## src/rtl/logic_unit_arbiter.sv

```systemverilog
// logic_unit_arbiter
//   Shares one bitwise logic unit (AND/OR/XOR/NOR) between two requesters.
//   Arbitration is round-robin. The result goes into a single-entry registered
//   buffer with valid/ready backpressure, which sustains one operation per cycle.
//
// Optional feature: define LOGIC_ARB_ZERO_FLAG_EN to add the res_zero output.
//   res_zero is registered with res_data and is set when the result is all zeros.
//
// Ports:
//   clk, rst                     clock; synchronous active-high reset
//   reqN_valid / reqN_ready      request handshake for requester N (N = 0, 1)
//   reqN_a, reqN_b, reqN_op      operands and opcode (00 AND, 01 OR, 10 XOR, 11 NOR)
//   res_valid / res_ready        result handshake
//   res_data, res_id             buffered result and the requester that issued it
//   res_zero                     (optional) buffered result is all zeros
//   busy                         result pending or any request valid
module logic_unit_arbiter #(
  parameter int unsigned WIDTH     = 16,
  parameter bit          PRIO_INIT = 1'b0
) (
  input  logic             clk,
  input  logic             rst,
  input  logic             req0_valid,
  output logic             req0_ready,
  input  logic [WIDTH-1:0] req0_a,
  input  logic [WIDTH-1:0] req0_b,
  input  logic [1:0]       req0_op,
  input  logic             req1_valid,
  output logic             req1_ready,
  input  logic [WIDTH-1:0] req1_a,
  input  logic [WIDTH-1:0] req1_b,
  input  logic [1:0]       req1_op,
  output logic             res_valid,
  input  logic             res_ready,
  output logic [WIDTH-1:0] res_data,
  output logic             res_id,
`ifdef LOGIC_ARB_ZERO_FLAG_EN
  output logic             res_zero,
`endif
  output logic             busy
);

  localparam logic [1:0] OP_AND = 2'b00;
  localparam logic [1:0] OP_OR  = 2'b01;
  localparam logic [1:0] OP_XOR = 2'b10;

  typedef enum logic {
    ST_EMPTY = 1'b0,
    ST_FULL  = 1'b1
  } state_t;

  state_t           r_state;
  logic             r_last_grant;
  logic             r_res_valid;
  logic [WIDTH-1:0] r_res_data;
  logic             r_res_id;
`ifdef LOGIC_ARB_ZERO_FLAG_EN
  logic             r_res_zero;
`endif

  logic             w_can_accept;
  logic             w_grant0;
  logic             w_grant1;
  logic             w_fire;
  logic [WIDTH-1:0] w_a;
  logic [WIDTH-1:0] w_b;
  logic [1:0]       w_op;
  logic [WIDTH-1:0] w_result;

  // Shared bitwise logic unit
  function automatic logic [WIDTH-1:0] f_logic(input logic [1:0]       op,
                                               input logic [WIDTH-1:0] a,
                                               input logic [WIDTH-1:0] b);
    logic [WIDTH-1:0] y;
    case (op)
      OP_AND:  y = a & b;
      OP_OR:   y = a | b;
      OP_XOR:  y = a ^ b;
      default: y = ~(a | b);
    endcase
    return y;
  endfunction

  // Round-robin grant. A full buffer accepts a new operation only while it is
  // being drained in the same cycle.
  always_comb begin
    w_grant0     = 1'b0;
    w_grant1     = 1'b0;
    w_can_accept = (r_state == ST_EMPTY) || (r_res_valid && res_ready);
    if (!rst && w_can_accept) begin
      if (req0_valid && req1_valid) begin
        if (r_last_grant) begin
          w_grant0 = 1'b1;
        end else begin
          w_grant1 = 1'b1;
        end
      end else if (req0_valid) begin
        w_grant0 = 1'b1;
      end else if (req1_valid) begin
        w_grant1 = 1'b1;
      end
    end
  end

  // A grant is only given to a valid requester, so a grant is also a handshake.
  assign w_fire   = w_grant0 || w_grant1;
  assign w_a      = w_grant1 ? req1_a  : req0_a;
  assign w_b      = w_grant1 ? req1_b  : req0_b;
  assign w_op     = w_grant1 ? req1_op : req0_op;
  assign w_result = f_logic(w_op, w_a, w_b);

  // Buffer FSM and registered result. A new grant overwrites the buffer even
  // while it is being drained, which keeps res_valid high.
  always_ff @(posedge clk) begin
    if (rst) begin
      r_state      <= ST_EMPTY;
      r_last_grant <= ~PRIO_INIT;
      r_res_valid  <= 1'b0;
      r_res_data   <= '0;
      r_res_id     <= 1'b0;
`ifdef LOGIC_ARB_ZERO_FLAG_EN
      r_res_zero   <= 1'b0;
`endif
    end else begin
      case (r_state)
        ST_EMPTY: begin
          if (w_fire) begin
            r_state     <= ST_FULL;
            r_res_valid <= 1'b1;
          end
        end
        ST_FULL: begin
          if (res_ready && !w_fire) begin
            r_state     <= ST_EMPTY;
            r_res_valid <= 1'b0;
          end
        end
        default: begin
          r_state     <= ST_EMPTY;
          r_res_valid <= 1'b0;
        end
      endcase
      if (w_fire) begin
        r_res_data   <= w_result;
        r_res_id     <= w_grant1;
        r_last_grant <= w_grant1;
`ifdef LOGIC_ARB_ZERO_FLAG_EN
        r_res_zero   <= (w_result == '0);
`endif
      end
    end
  end

  assign req0_ready = w_grant0;
  assign req1_ready = w_grant1;
  assign res_valid  = r_res_valid;
  assign res_data   = r_res_data;
  assign res_id     = r_res_id;
`ifdef LOGIC_ARB_ZERO_FLAG_EN
  assign res_zero   = r_res_zero;
`endif
  assign busy       = r_res_valid || req0_valid || req1_valid;

endmodule

```

## config.mk

```make
export PLATFORM = sky130hd
export DESIGN_NAME = logic_unit_arbiter
export DESIGN_NICKNAME = d
export VERILOG_FILES = /design/src/rtl/logic_unit_arbiter.sv
export SDC_FILE = /design/constraint.sdc
export NUM_CORES = 1
export LEC_CHECK = 0
export ABC_AREA = 1
export CORE_UTILIZATION = 38
export CTS_CLUSTER_SIZE = 30
export DETAILED_ROUTE_END_ITERATION = 8
export PLACE_DENSITY = 0.71
export SYNTH_ARGS = -nofsm -noshare
export SYNTH_HDL_FRONTEND = slang
export SYNTH_SLANG_ARGS = --single-unit
```

## constraint.sdc

```tcl
create_clock -name clk -period 3.25 [get_ports clk]
set_clock_uncertainty 0.1 [all_clocks]
set_input_delay 0.975 -clock clk [delete_from_list [all_inputs] [get_ports clk]]
set_output_delay 0.975 -clock clk [all_outputs]
set_load 0.1 [all_outputs]
```

Word level (Yosys, flattened, before mapping)
Cells that the tools add are included.
Widths: inputs -> output; s select.

word-level totals
  logic and storage cells = 45
  flip-flop bits (word level) = 20
  output and inout port bits = 21

cells by class
  equality and inequality tests = 4
  reduce and logical (&&, ||, !) cells = 12
  muxes and demuxes = 19
  bitwise gates (word level) = 5

operators with widths
  operator            number
  $pmux 16 s3         1
  $mux 16             2
  $and 16x16->16      1
  $not 16->16         1
  $or 16x16->16       1
  $xor 16x16->16      1
  $mux 1              13
  $logic_and 1x1->1   4
  $logic_or 1x1->1    4
  $pmux 1 s2          2
  $eq 2x1->1 const B  1
  $eq 2x2->1 const B  1
  $logic_not 1->1     2
  $logic_not 2->1     1
  $mux 2              1
  $ne 2x1->1 const B  1
  $ne 2x2->1 const B  1
  $reduce_and 2->1    1
  $not 1->1           1

Longest topological paths before layout
Gate-level depths: netlist (run 1).

  word-level depth = 9
  mapped depth = 15

Worst setup path after synthesis (run 1)
No wires, ideal clock.

  path kind = register to register
  start = register r_res_valid (netlist: res_valid)
  end = register r_res_data[4] (netlist: res_data[4])
  setup slack = -327 ps
  stages on the path, launching flop included = 14
  arrival time = 3,358 ps
  library setup time = 119 ps
  data required time = 3,031 ps
  path through = dfxtp_1 > nand2_1 > nand2_2 > nand3_4 > inv_1 > clkbuf_1 > or2_2 > o21ai_0 > inv_1 > ha_1 > o21ai_1 > nand3_1 > nand2_1 > a21oi_1

on the way
  word-level cells in the longest chain between the ends = 8
  elaborated cells between the ends (all ways) = 17

ends and longest elaborated chain
  what                               line      source
  start: declaration                 54        logic r_res_valid;
  start signal: assignment           118       r_res_valid <= 1'b0;
  start signal: assignment           129       r_res_valid <= 1'b1;
  start signal: assignment           135       r_res_valid <= 1'b0;
  $logic_and 1x1->1 *                89        w_can_accept = (r_state == ST_EMPTY) || (r_res_valid && res_ready);
  $logic_or 1x1->1 *                 89
  $logic_and 1x1->1 *                90        if (!rst && w_can_accept) begin
  $mux 1 *                           90
  named net req1_ready               29        output logic req1_ready,
  $mux 16, on equally long branches  107, 108
  $or 16x16->16                      77, 79
  $not 16->16                        79        default: y = ~(a | b);
  $pmux 16 s3                        75        case (op)
  end signal: assignment             144       r_res_data <= w_result;
  end: declaration                   55        logic [WIDTH-1:0] r_res_data;

The timed path passes the listed nets; every way through them passes the cells marked *.
A chain may end at the register's enable or synchronous reset.

Worst setup path after layout (run 1)
  start = input port rst
  end = output port req1_ready

on the way
  word-level cells in the longest chain between the ends = 3

ends and longest elaborated chain
  what                line  source
  start: declaration  22    input logic rst,
  $logic_not 1->1     90
  $logic_and 1x1->1   90
  $mux 1              90
  end: declaration    29

No other way between the ends.

==> run_results.csv, run 1 <==
group,metric,value,unit
finish,fin_nets,586,
cts,clock_latency,0.26,ns
finish,antenna_cells,0,
worst_setup_path,required,2.17,ns
synthesis,syn_area,2431,um^2
synthesis,synth_top_area_cell,"dfxtp_1",
cts,clk_pin_slew_worst_paths,0.08,ns
power,power-per-cell-area,333.1,nW/um^2
synthesis,synth-edff-count,0,
status,status,"completed",
finish,fillers,605,
die,die_w,81.99,um
synthesis,syn_avg_cell_area,6.466,um^2
synthesis,synth_top_area_share,16.47,%
route,drt-vias-per-instance,4.726,
route,wl_per_cell,11.25,um
finish,multi_input_area,1627,um^2
die,start_util,40.11,%
sta,rsz0062_at_grt,"no",
cts,h-tree-depth,1,
cts,cts.path.max_buffers,2,
synthesis,synth_cells,376,
sta,max_freq,312.8,MHz
min_path,hold_path_class,"reg2reg",
worst_setup_path,startpoint_type,"primary input",
synthesis,synth_common_cells,"76 x inv_1, 66 x nand2_1, 45 x o21ai_0",
placed_design,dp_hpwl,4974,um
sta,fin_setup_tns,0,ns
power,leakagePower,0.001840,uW
placed_design,io_buffers,93,
worst_setup_path,critPathLaunch,"rst",
finish,seq_area,400.4,um^2
min_path,hold-path-cell-count,2,
min_path,hp-start,"res_data[8]",
die,fp.dieH,81.99,um
worst_setup_path,crit_fanout,7,
cts,postCtsHoldBufs,0,
sta,drv_slew,0,
global_route,grt_overflow,0,
sta,max_slew_margin,78.09,%
die,dieArea,6722,um^2
die,core,6061,um^2
cts,cts_tree,"yes",
cts,cts_root_buffer,"clkbuf_8",
cts,cts_sinks,20,
run,max-cap-violations,0,
die,rows,28,
sta,worst_hold_slack,0.3676,ns
power,ir_drop,252.3,uV
route,firstDrtPassIters,4,
sta,worst_slew_pin_slew,0.3252,ns
route,vias,2623,
sta,setup_viol,0,
global_route,antenna_found_initial,0,
worst_setup_path,timing.rr.start,"res_valid",
synthesis,synth.most_common_cell,"inv_1",
synthesis,yosysWarningCount,0,
placed_design,gp_congestion,0.7813,
synthesis,synth.distinct_cells,26,
sta,hold_viol,0,
route,drtIter0Drc,119,
route,routed_wl,6246,um
worst_setup_path,endpoint_kind,"output pin",
finish,drive_gt1_share,17.71,%
worst_setup_path,reg2regPathDepth,13,
finish,post-route-util,59.43,%
global_route,grt_pass1_vias,2515,
die,ios,94,
global_route,grt_pass1_wl,10380,um
synthesis,synth_nets,481,
synthesis,ys_top_cells_by_area,"dfxtp_1 16%, ha_1 16%, inv_1 12%",
route,drtAntennaViolNets,0,
sta,timing.final.crit_share,98.37,%
worst_setup_path,path_class,"in2out",
placed_design,dp_cells,550,
worst_setup_path,crit_arrival,2.12,ns
finish,syn_to_final_growth,48.17,%
synthesis,synth_seq_cells,20,
route,drc_errors,0,
global_route,grtUsageTotal,19.57,%
sta,fin_crit,3.197,ns
global_route,grt_max_degree,23,
synthesis,yosysSeqAreaShare,16.47,%
synthesis,synth-async-reset-ratio,0,%
finish,stdcell_count,555,
synthesis,synth_flop_cell,"dfxtp_1",
cts,cts_buffers,3,
power breakdown:
group	switching (uW)	leakage, uW	internal, uW
sequential	15.4	0.000165	271
clock	88.7	0.0000357	164
combinational	416	0.00164	244
stage by stage:
| step | setup slack [ns] | instance area [um^2] | power, uW |
|---|---|---|---|
| 2_1_floorplan | 0.1743 | 2440 | 740.7 |
| 3_3_place_gp | -0.1015 | 3511 | 936.8 |
| 3_5_place_dp | -0.1067 | 3511 | 951.1 |
| 4_1_cts | 0.005040 | 3586 | 1210 |
| 5_1_grt | 0.004893 | 3602 | 1285 |
| 6_report | 0.05282 | 3602 | 1200 |
cells by family after synthesis:
family          Yosys count  share of synthesized area, %
fa+ha+maj                32                         16.47
simple gates            155                         34.07
buf+inv                  95                         16.93
flops                    20                         16.47
compound gates           74                         16.06
flip-flops by register name (all words and copies together) (netlist names):
name / count
res_valid: 1
r_last_grant: 1
res_id: 1
r_state: 1
res_data: 16
placed cells by master, fill, tap and decap left out, types with 9 or more instances in the layout:
cell type,count
ha_1,32
clkdlybuf4s50_1,70
nor2_1,18
or2_2,16
buf_4,39
nand3_1,37
nand2_1,66
dfxtp_1,20
inv_1,74
o21ai_1,17
o21ai_0,44
a21oi_1,9
repair_timing:
action                                  in CTS  in global routing
endpoints found under the setup margin       1                  7
setup buffers                                0                  1
pin swaps                                    0                  4
resized for setup                            1                  5
path summary, 6_finish.rpt:
kind	to	slack [ns]
worst min register to register	res_data[8]	0.37
worst max-delay path	req1_ready	0.05
worst max register to register	res_data[3]	0.93
worst min-delay path	res_data[8]	0.37
layout make-up:
cell class | count | area share, %
sequential | 20 | 11.11
tap | 75 | 2.605
clock buffer | 3 | 1.146
timing repair buffer | 116 | 30.81
clock inverter | 1 | 0.8336
inverter | 79 | 8.336
multi-input combinational | 261 | 45.15
routing by layer:
metal | part of all wire [%] | global-route usage, % | wire length, um | up-vias
li1 | - | - | - | 1391
met1 | 40 | 21.41 | 2502 | 1151
met2 | 52 | 38.43 | 3225 | 77
met3 | 8.1 | 4.778 | 503 | 4
met4 | 0.22 | 2.105 | 14 | 0
met5 | 0 | 0 | 0 | -
critical path: stages:
cell and delay [ns]:
clkdlybuf4s50_1 0.52, inv_2 0.07, nand3_4 0.09, clkinvlp_4 0.22
buf_12 0.24
No activity file was read; power rests on OpenSTA's default activity.
==> run 2, diff against run 1 <==
- SKIP_LAST_GASP: default -> 1
==> results of run 2 <==
The final DEF is identical to that of run 1; final timing and power are the same.
==> RTL edit 1 (config.mk and constraints of run 2) <==
Add a define of `LOGIC_ARB_ZERO_FLAG_EN`.
--- a/src/rtl/logic_unit_arbiter.sv
+++ b/src/rtl/logic_unit_arbiter.sv
@@ -14,6 +14,8 @@
 //   res_data, res_id             buffered result and the requester that issued it
 //   res_zero                     (optional) buffered result is all zeros
 //   busy                         result pending or any request valid
+`define LOGIC_ARB_ZERO_FLAG_EN
+
 module logic_unit_arbiter #(
   parameter int unsigned WIDTH     = 16,
   parameter bit          PRIO_INIT = 1'b0
Formal check against the unedited RTL (old outputs only; new: res_zero): equivalent (Yosys induction, for registers that start in step).
==> RTL edit 1 against run 2 <==
Power rose by 1.3%. Clock power down 35%. Wire length grew 4.0%. Setup slack gained 0.14 ns. Die area decreased by 2.6%. Maximum frequency increased by 4.5%. Cell area grew 4.1%. Sequential cell count grew 1. Synthesized area is 2.6% lower. Critical path type unchanged. Highest routed layer unchanged.
==> RTL edit 1: results (changes against run 2) <==
status=finished, final reports clean; metal2 WL=3080 um (-4.6%); Global Route met3 Usage=1.91% (-2.9 points); Slew HR=70.6% (-7.5 points); register area share after synthesis=17.8% (+1.3 points); dpl cell area=3640 um^2 (+3.8%); largest buffer count on any clock path=2 (unchanged); first-pass GRT wire length=10700 um (+3.2%); CTS Buf Count=3 (unchanged); Metal-1 WL=2990 um (+20%); Post-CTS Setup Repair Bufs=0 (unchanged); routability-driven placement congestion ratio=0.910 (+16%); CP peak stage delay=0.25 ns (-0.27 ns); Netlist cell types=25 (-3.8%); vias in the first global route=2560 (+1.8%); Iter 0 DRT Violations=105 (-12%); DR vias=2828 (+7.8%); max reg flops=16 (unchanged); number of I/O port buffers=94 (+1.1%); Top FF cell, synth=dfxtp_1; Final Hold Viols=0 (unchanged); Post-Syn Nets=486 (+1.0%); Total GRT Usage=20.3% (+0.70 points); routing usage on met1=24.8% (+3.4 points); Total Wirelength=6500 um (+4.0%); Clk Latency, worst-skew pair=about 0.25 ns; ant diodes=0 (unchanged); Synth top cells by count=64 x inv_1, 57 x nand2_1, 49 x o21ai_0; CP arrival=1.99 ns (-0.13 ns); filler cell count=553 (-8.6%); post-synthesis adder-cell area fraction=16.9% (+0.44 points); Lkg Pwr=1.92 nW (+4.3%); largest family of logic cells by synthesized area=simple AND/OR/NAND/NOR gates; largest fanout on the critical path=5 (-2); CTS resizes=9 (+8); Compound-Gate Fraction of Synth Area=12.2% (-3.8 points); VDD IR-drop max=0.377 mV (+49%); family with the most delay on the worst path=buffers and inverters; proportion of synthesized area in mux cells=0% (unchanged); nets=617 (+5.3%); largest net degree at the start of global routing=38 (+65%); met2 GRT Util=36.2% (-2.2 points); Hold Path Class=reg2reg; root buf cell=clkbuf_8; Worst path slowest cell=dlygate4sd2_1; Reg2Reg Setup Slack=0.85 ns (-0.08 ns); CTS H-tree lvls=1 (unchanged); Area Growth Syn to Fin=58.5%; ranking of synthesized cells by area=dfxtp_1 18%, ha_1 17%, o21ai_0 10%; Ys Warns=0 (unchanged); met3 WL post-DR=288 um (-43%); post-DP HPWL=5450 um (+9.5%); fraction of layout cells with a size suffix above 1=21.9% (+4.2 points)
==> RTL edit 1: changes by cell type in the layout (fill, tap and decap cells not counted), moves of 9 or more <==
cell	change
buf_4	+26
inv_1	-12
nand2_1	-10
nand3b_1	+9
nand4_1	+15
nor2_1	+26
o21ai_0	-18
==> RTL edit 1: per-stage QoR <==
step	instances	worst slack [ns]	setup TNS (ns)	hold WS (ns)
global route	586	0.0276	0	0.417
finish	586	0.189	0	0.390
floorplan	381	0.0994	0	0.393
global placement	580	-0.247	-1.12	0.363
CTS	584	-0.0255	-0.0255	0.386
detailed placement	580	-0.289	-1.82	0.365
==> RTL edit 1: cell type report <==
class / count / area share (%)
Clock buffer: 4 / 1.20
Inverter: 66 / 6.60
Multi-Input combinational cell: 276 / 43.4
Sequential cell: 21 / 11.2
Tap cell: 75 / 2.50
Timing Repair Buffer: 144 / 35.1
==> RTL edit 1: worst paths after layout <==
check                                 start                      to  depth (start not counted)
setup / recovery                  res_ready              req0_ready                          8
hold / removal       res_valid$_SDFFE_PP0P_  res_valid$_SDFFE_PP0P_                          2
setup reg to reg  r_last_grant$_SDFFE_PP1P_   res_zero$_SDFFE_PP0P_                         15
hold reg to reg      res_valid$_SDFFE_PP0P_  res_valid$_SDFFE_PP0P_                          2
==> RTL edit 1: worst register-to-register path: cells and delay by family (launching register included) <==
family	cells	cell delay, ns
AOI/OAI and AO/OA	3	0.33
adders and majority gates	1	0.27
buffers and inverters	3	0.26
DFF	1	0.42
and+or+nand+nor	8	0.95
==> RTL edit 1: power breakdown <==
part           internal (mW)  switching (mW)  total [mW]  leakage (nW)
logic                  0.303           0.447       0.750          1.72
registers              0.285          0.0165       0.301         0.174
clock network         0.0871          0.0764       0.164        0.0228
==> RTL edit 2 (settings of run 2) <==
Without the edit above. Reset style: asynchronous (`rst`), changed in one clocked block. Comments in the files are not updated.
--- a/src/rtl/logic_unit_arbiter.sv
+++ b/src/rtl/logic_unit_arbiter.sv
@@ -111,7 +111,7 @@
 
   // Buffer FSM and registered result. A new grant overwrites the buffer even
   // while it is being drained, which keeps res_valid high.
-  always_ff @(posedge clk) begin
+  always_ff @(posedge clk or posedge rst) begin
     if (rst) begin
       r_state      <= ST_EMPTY;
       r_last_grant <= ~PRIO_INIT;
Check against the original RTL: differs if rst is asserted again (counterexample within 4 cycles, from zero or initial values and one cycle with rst high); with rst held inactive, the same outputs for 10 cycles.
==> RTL edit 2 against run 2 <==
Power grew 54%. Die area grew 4.2%. Wire length grew 1.4%. Global-route usage shrank 0.86 points. Sequential cell count is the same. Sequential share of layout area grew 2.7 points. Count of clock-buffer cells in the layout is the same. Maximum frequency grew 1.2%. Synthesized area grew 4.3%. Critical path depth grew 1. Cell area grew 1.0%. Setup slack gained 0.037 ns. Highest routed layer unchanged.
==> RTL edit 2: results (changes against run 2) <==
routability-driven placement congestion ratio=0.750 (-4.0%); CP peak stage delay=0.49 ns (-0.03 ns); nets=597 (+1.9%); fraction of area in multi-input gates=43.3% (-1.8 points); post-synthesis adder-cell area fraction=15.8% (-0.67 points); pre-CTS WS=-0.00688 ns (+0.0999 ns); Clock-cell share=1.96% (-0.020 points); Lkg Pwr=1.99 nW (+8.4%); Compound-Gate Fraction of Synth Area=11.7% (-4.3 points); Least-Margin Pin Slew=0.457 ns (+0.132 ns); VDD IR-drop max=0.440 mV (+74%); multi-input gates=268 (+2.7%); Iter 0 DRT Violations=98 (-18%); non-clock inverter total of the final layout=91 (+15%); clock network fraction of total power=13.5% (-7.6 points); average wire per standard cell=11.2 um (-0.91%); CTS resizes=0 (-1); register area=503 um^2 (+26%); layout sequential cell count=20 (unchanged); dpl cell area=3560 um^2 (+1.3%); post-DP HPWL=4850 um (-2.5%); filler cell count=622 (+2.8%); Synth top cells by count=90 x nand2_1, 84 x inv_1, 64 x nand3_1; min-delay src=res_data[6]$_DFFE_PP0P_; fraction of layout cells with a size suffix above 1=14.3% (-3.5 points); Mapped Cells=398 (+5.9%); Finished Core Util=57.0% (-2.4 points); Top FF cell, synth=dfrtp_1; Int Pwr=0.838 mW (+23%); largest fanout on the critical path=6 (-1); ys async rst share=100% (+100 points); buffering overhead=28.7% (-2.1 points); status=finished, final reports clean; DR vias=2698 (+2.9%); first-pass GRT wire length=11000 um (+5.7%); ranking of synthesized cells by area=dfrtp_1 19%, ha_1 16%, nand2_1 13%; sequential power=0.373 mW (+30%); CP startpoint=req1_valid; number of non-clock buffers=108 (-6.9%); largest net degree at the start of global routing=55 (+140%)
[RTL edit 2: worst paths after layout]
| kind | to | slack, ns | depth (start not counted) |
|---|---|---|---|
| min in group asynchronous | res_data[6]$_DFFE_PP0P_ | 0.99 | 3 |
| max reg2reg | res_data[6]$_DFFE_PP0P_ | 0.96 | 14 |
| min | res_data[6]$_DFFE_PP0P_ | 0.39 | 2 |
| max in group asynchronous | r_last_grant$_DFFE_PP1P_ | 1.74 | 3 |
| min reg2reg | res_data[6]$_DFFE_PP0P_ | 0.39 | 2 |
| max | req1_ready | 0.09 | 6 |
[RTL edit 2: routing by layer]
layer / wire length, um / vias to the layer above / part of all wire [%] / global-route usage (%)
li1: - / 1418 / - / -
met1: 3090 / 1190 / 49 / 25.5
met2: 2880 / 86 / 45 / 31.3
met3: 312 / 4 / 4.9 / 1.98
met4: 51 / 0 / 0.81 / 5.24
met5: 0 / - / 0 / 0
